$ cat src/rtl/duc_burst_sequencer.sv
// rtl/duc_burst_sequencer.sv - zero-prime, stream and zero-flush sequencer feeding the DUC halfband cascade.
// Optional saturating underflow counter is built only when DUC_SEQ_UNDERFLOW_CNT_EN is defined.
module duc_burst_sequencer #(
  parameter int WIDTH     = 16,
  parameter int PRIME_LEN = 8,
  parameter int FLUSH_LEN = 32,
  parameter int CNT_WIDTH = 16
) (
  input  logic                 i_clock,
  input  logic                 i_reset,
  input  logic                 i_start,
  input  logic                 i_abort,
  input  logic [WIDTH-1:0]     i_src_inph,
  input  logic [WIDTH-1:0]     i_src_quad,
  input  logic                 i_src_valid,
  input  logic                 i_src_last,
  output logic                 o_src_ready,
  output logic [WIDTH-1:0]     o_duc_inph,
  output logic [WIDTH-1:0]     o_duc_quad,
  input  logic                 i_duc_ready,
  output logic                 o_busy,
  output logic                 o_done,
  output logic                 o_underflow,
  output logic [CNT_WIDTH-1:0] o_underflow_count,
  output logic [2:0]           o_state
);

  typedef enum logic [2:0] {
    ST_IDLE   = 3'd0,
    ST_PRIME  = 3'd1,
    ST_STREAM = 3'd2,
    ST_FLUSH  = 3'd3,
    ST_DONE   = 3'd4
  } state_t;

  // Terminal counts are only reached when the matching length is non-zero.
  localparam logic [CNT_WIDTH-1:0] PRIME_LAST = CNT_WIDTH'((PRIME_LEN > 0) ? PRIME_LEN - 1 : 0);
  localparam logic [CNT_WIDTH-1:0] FLUSH_LAST = CNT_WIDTH'((FLUSH_LEN > 0) ? FLUSH_LEN - 1 : 0);

  state_t               state_q, state_d;
  logic [CNT_WIDTH-1:0] cnt_q, cnt_d;
  logic                 done_q;
  logic                 underflow_q;
  logic                 src_take;
  logic                 underflow_now;

  assign src_take      = (state_q == ST_STREAM) && i_duc_ready && i_src_valid;
  assign underflow_now = (state_q == ST_STREAM) && i_duc_ready && !i_src_valid;

  always_comb begin
    state_d = state_q;
    cnt_d   = cnt_q;
    if ((state_q != ST_IDLE) && i_abort) begin
      state_d = ST_IDLE;
      cnt_d   = '0;
    end else begin
      case (state_q)
        ST_IDLE: begin
          if (i_start && !i_abort) begin
            state_d = (PRIME_LEN == 0) ? ST_STREAM : ST_PRIME;
            cnt_d   = '0;
          end
        end
        ST_PRIME: begin
          if (i_duc_ready) begin
            if (cnt_q == PRIME_LAST) begin
              state_d = ST_STREAM;
              cnt_d   = '0;
            end else begin
              cnt_d = cnt_q + 1'b1;
            end
          end
        end
        ST_STREAM: begin
          if (src_take && i_src_last) begin
            state_d = (FLUSH_LEN == 0) ? ST_DONE : ST_FLUSH;
            cnt_d   = '0;
          end
        end
        ST_FLUSH: begin
          if (i_duc_ready) begin
            if (cnt_q == FLUSH_LAST) begin
              state_d = ST_DONE;
              cnt_d   = '0;
            end else begin
              cnt_d = cnt_q + 1'b1;
            end
          end
        end
        ST_DONE: begin
          state_d = ST_IDLE;
          cnt_d   = '0;
        end
        default: begin
          state_d = ST_IDLE;
          cnt_d   = '0;
        end
      endcase
    end
  end

  always_ff @(posedge i_clock) begin
    if (i_reset) begin
      state_q     <= ST_IDLE;
      cnt_q       <= '0;
      done_q      <= 1'b0;
      underflow_q <= 1'b0;
    end else begin
      state_q     <= state_d;
      cnt_q       <= cnt_d;
      done_q      <= (state_d == ST_DONE);
      underflow_q <= underflow_now;
    end
  end

`ifdef DUC_SEQ_UNDERFLOW_CNT_EN
  logic [CNT_WIDTH-1:0] uf_cnt_q, uf_cnt_d;

  // Cleared at burst launch so the value survives DONE/abort for readout.
  always_comb begin
    uf_cnt_d = uf_cnt_q;
    if ((state_q == ST_IDLE) && (state_d != ST_IDLE)) begin
      uf_cnt_d = '0;
    end else if (underflow_now && (uf_cnt_q != {CNT_WIDTH{1'b1}})) begin
      uf_cnt_d = uf_cnt_q + 1'b1;
    end
  end

  always_ff @(posedge i_clock) begin
    if (i_reset) begin
      uf_cnt_q <= '0;
    end else begin
      uf_cnt_q <= uf_cnt_d;
    end
  end

  assign o_underflow_count = uf_cnt_q;
`else
  assign o_underflow_count = '0;
`endif

  // The cascade has no valid input, so anything but a live source sample is zero.
  assign o_duc_inph  = ((state_q == ST_STREAM) && i_src_valid) ? i_src_inph : '0;
  assign o_duc_quad  = ((state_q == ST_STREAM) && i_src_valid) ? i_src_quad : '0;
  assign o_src_ready = (state_q == ST_STREAM) && i_duc_ready;
  assign o_busy      = (state_q != ST_IDLE);
  assign o_done      = done_q;
  assign o_underflow = underflow_q;
  assign o_state     = state_q;

endmodule

$ cat config.mk
export PLATFORM = sky130hd
export DESIGN_NAME = duc_burst_sequencer
export DESIGN_NICKNAME = d
export VERILOG_FILES = /design/src/rtl/duc_burst_sequencer.sv
export SDC_FILE = /design/constraint.sdc
export NUM_CORES = 1
export LEC_CHECK = 0
export BUFFER_PORTS_ARGS = -buffer_cell sky130_fd_sc_hd__buf_2
export CAP_MARGIN = 20
export CORE_ASPECT_RATIO = 1.5
export CORE_MARGIN = 5
export CORE_UTILIZATION = 39
export DETAILED_ROUTE_END_ITERATION = 16
export PLACE_DENSITY = 0.77
export SYNTH_ARGS = -nofsm -noshare
export SYNTH_HDL_FRONTEND = slang
export SYNTH_SLANG_ARGS = --single-unit
$ cat constraint.sdc
create_clock -name i_clock -period 1.9 [get_ports i_clock]
set_input_delay 0.285 -clock i_clock [delete_from_list [all_inputs] [get_ports i_clock]]
set_output_delay 0.285 -clock i_clock [all_outputs]
set_load 0.005 [all_outputs]
## After elaboration in Yosys (flattened, before gate mapping)

Cells that the tools add are included.

| storage, ports and cells | value |
|---|---|
| bits in registers | 21 |
| bits of input ports | 39 |
| output and inout port bits | 55 |
| word-level logic and storage cells | 45 |

| cells by class | value |
|---|---|
| $add $sub $neg | 1 |
| equality and inequality tests | 10 |
| mux-type cells | 17 |
| reductions and logical operators | 13 |

Operators with widths:

| kind | number |
|---|---|
| $mux 16 | 8 |
| $pmux 16 s4 | 1 |
| $mux 3 | 7 |
| $add 16x1->16 const B | 1 |
| $eq 16x3->1 const B | 1 |
| $eq 16x5->1 const B | 1 |
| $pmux 3 s4 | 1 |
| $logic_and 1x1->1 | 7 |
| $eq 3x2->1 const B | 2 |
| $ne 2x2->1 const B | 3 |
| $reduce_and 4->1 | 1 |
| $eq 3x1->1 const B | 1 |
| $eq 3x3->1 const B | 1 |
| $logic_not 3->1 | 1 |
| $reduce_bool 3->1 | 1 |
| $logic_not 1->1 | 2 |
| $ne 2x1->1 const B | 1 |
| $reduce_or 2->1 | 1 |

## Depth between registers and ports, before layout

| logic depth | value |
|---|---|
| depth after elaboration | 8 |
| gate-level depth with buffers | 7 |
| gate-level depth less buffers | 6 |

## Least setup slack after synthesis

No wires, ideal clock.

| timing | value |
|---|---|
| kind | reg2reg |
| from | register state_q[1], in the netlist o_state[1] |
| to | register cnt_q[15] |
| library setup time | 116 ps |
| arrival | 1731 ps |
| data required time | 1784 ps |
| slack | 52 ps |
| cell stages (with the launch flop) | 8 |
| buffers on the path | 2 |
| clock period less this slack | 1848 ps |
| path through | dfxtp_1 buf_6 or4b_4 and3_1 buf_6 nor4_4 xnor2_1 nor2_2 |

| between the ends | value |
|---|---|
| longest elaborated chain between the ends | 6 |

Ends and longest elaborated chain:

| what | RTL line | source |
|---|---|---|
| start, declared | 40 | `state_t state_q, state_d;` |
| start signal, assigned | 109 | `state_q <= state_d;` |
| $eq 3x2->1 | 47, 57 |  |
| $logic_and 1x1->1 (2 in series) | 47 | `assign src_take = (state_q == ST_STREAM) && i_duc_ready && i_src_valid;` |
| $logic_and 1x1->1 | 75 | `if (src_take && i_src_last) begin` |
| $ne 2x1->1 (no source line) | n/a |  |
| $reduce_and 4->1 (no source line) | n/a |  |
| end signal, assigned | 110 | `cnt_q <= cnt_d;` |
| end, declared | 41 | `logic [CNT_WIDTH-1:0] cnt_q, cnt_d;` |

Parallel ways exist; a longest one is shown, timed or not.
A chain may end at the register's enable or synchronous reset.

## Worst setup path after layout

| timing | value |
|---|---|
| from | register state_q[1], in the netlist o_state[1] |
| to | register cnt_q[11] |

Same word-level chain as after synthesis.

==> metrics.yaml <==
cts.clk_slew.worst_paths_ns: 0.08
arrival_ns: 1.96
syn_avg_cell_area_sq_um: 7.71
synth_top_area_share_pct: 28.1
final_cell_mix: "buf_2 (77), and2_1 (32), dfxtp_1 (20)"
seq_area_frac_synth_pct: 28.1
fin_crit_sh_pct: 94.7
final.min_clock_period_ns: 1.80
area.growth.synth_to_final_pct: 31.3
diodes: 0
maxCapViolCount: 0
place.gp.congestion: 0.872
synth_edf_count: 0
peakVddDrop_uv: 360
clk_latency_ns: 0.26
synth-seq-cells: 21
nNetsFinal: 314
routed-via-count: 1596
cts.sinks: 21
grt_pass1_wl_um: 7300
synth-async-reset-ratio_pct: 0
pre_cts_ws_ns: 0.0759
synthTopCellsByArea: "dfxtp_1 (28%), and2_1 (13%), buf_4 (8.0%)"
outcome: "finished, final reports clean"
post-cts-setup-buffers: 0
root_buffer: "clkbuf_8"
grt_pass1_vias: 1610
skew_ns: 0.000965
core_sq_mm: 0.00368
die_y_um: 85.9
p_total_mw: 0.887
post-route-cell-area_sq_mm: 0.00196
critPathMaxFanout: 6
cts_buffer_depth: 2
hold_viol: 0
min_path_type: "in2reg"
viasPerCell: 5.05
yosysTopAreaCell: "dfxtp_1"
htreeDepth: 1
fin_util_pct: 53.3
drt_first_pass_iters: 4
path_class: "reg2reg"
place_hpwl_um: 3690
antenna_found_initial: 0
whs_ns: 0.217
final_common_cell: "buf_2"
routedWlPerCell_um: 14.3
dp.cells: 312
rsz0062_at_grt: "false"
fillers: 365
setup_viol: 0
cts_made_buffers: 3
endpoint_kind: "flop"
drt_iter0_markers: 35
p_leak_nw: 0.979
dieArea_sq_mm: 0.00520
drt_wl_total_um: 4520
syn_inst: 194
worstPathRequired_ns: 2.06
drc: 0
ant_nets: 0
worst_slack_ns: 0.100
power_density_mw_per_mm2: 451
yosys_warnings: 0
setup_tns_ns: 0
drive_gt1_share_pct: 38.1
grt_overflow: 0
dieWidth_um: 60.6
placed_cell_area_sq_mm: 0.00191
cts_tree: "built"
finalMaxSlewViolations: 0
instances_no_fill: 316
track_usage_pct: 18.0
io_pins: 94
startpoint_type: "flop"
port_buffers: 77
clock.fmax_mhz: 556
syn_area_sq_mm: 0.00150
initial_core_util_pct: 40.6
num_rows: 27
grt_max_degree: 34
synth_cell_types: 44
ys.flop_type: "dfxtp_1"
[Yosys cell counts, types with 2 or more instances]
master     n
nor2_2     2
nand2_1   16
and3_1     3
nand3_1    9
or3_2      2
dfxtp_1   21
buf_6      2
a21o_1     2
and2_1    32
buf_2      3
nor3b_1    2
nor2_1    15
inv_1      3
clkbuf_1   6
nor4_4     2
xnor2_1    5
nor3_1    10
a21oi_1    5
xor2_1     5
nand4_1    6
nor4_1     3
buf_4     16
a31oi_1    3
[sequential cells by signal, summed over array words and instances (netlist names)]
register,count
cnt_q,16
o_state,3
o_done,1
o_underflow,1
[per-layer routing]
metal	vias to the layer above	wire, um	GRT usage [%]
met4	0	63	5.52
met5	-	0	0
met3	7	396	5.42
met2	77	2540	34.8
li1	787	-	-
met1	725	1520	17.2
[layout make-up]
type	count	area, sq um	area share (%)
Timing Repair Buffer	88	484	24.6
Sequential cell	21	422	21.5
Multi-Input combinational cell	157	948	48.3
Tap cell	43	53.8	2.74
Inverter	3	11.3	0.573
Clock buffer	4	45.0	2.29
[repair_timing]
action                                  4_1_cts  5_1_grt
endpoints found under the setup margin        0       24
resized for setup                             0        4
hold buffers                                  0        0
[worst max-delay path: stages, from the launching register on]
cell     delay [ns]
dfxtp_2        0.34
or4b_4         0.54
and3_2         0.29
nor4_4         0.32
xnor2_1        0.17
nor2_2         0.04
[power by group]
part	internal (mW)	leakage (nW)	switching, mW
clock	0.150	0.0228	0.150
combinational	0.0657	0.787	0.0741
sequential	0.444	0.170	0.00379
total	0.659	0.979	0.227
[final timing paths]
check,depth (start not counted),from,slack [ns],to
max reg2reg,5,o_state[1],0.10,cnt_q[11]
max,5,o_state[1],0.10,cnt_q[11]
min reg2reg,2,cnt_q[1],0.50,cnt_q[1]
min,2,i_reset,0.22,o_underflow
[logic make-up (layout without fill, tap and decap cells)]
logic type      count (synthesis)  after routing  share of synthesized area [%]
fa+ha+maj                       1              1                          0.836
simple gates                  108            108                           41.5
buf+inv                        31             95                           13.1
xor+xnor                       10             10                           5.85
compound gates                 22             22                           10.4
other cells                     1             16                          0.251
flops                          21             21                           28.1
No activity file was read; power rests on OpenSTA's default activity.
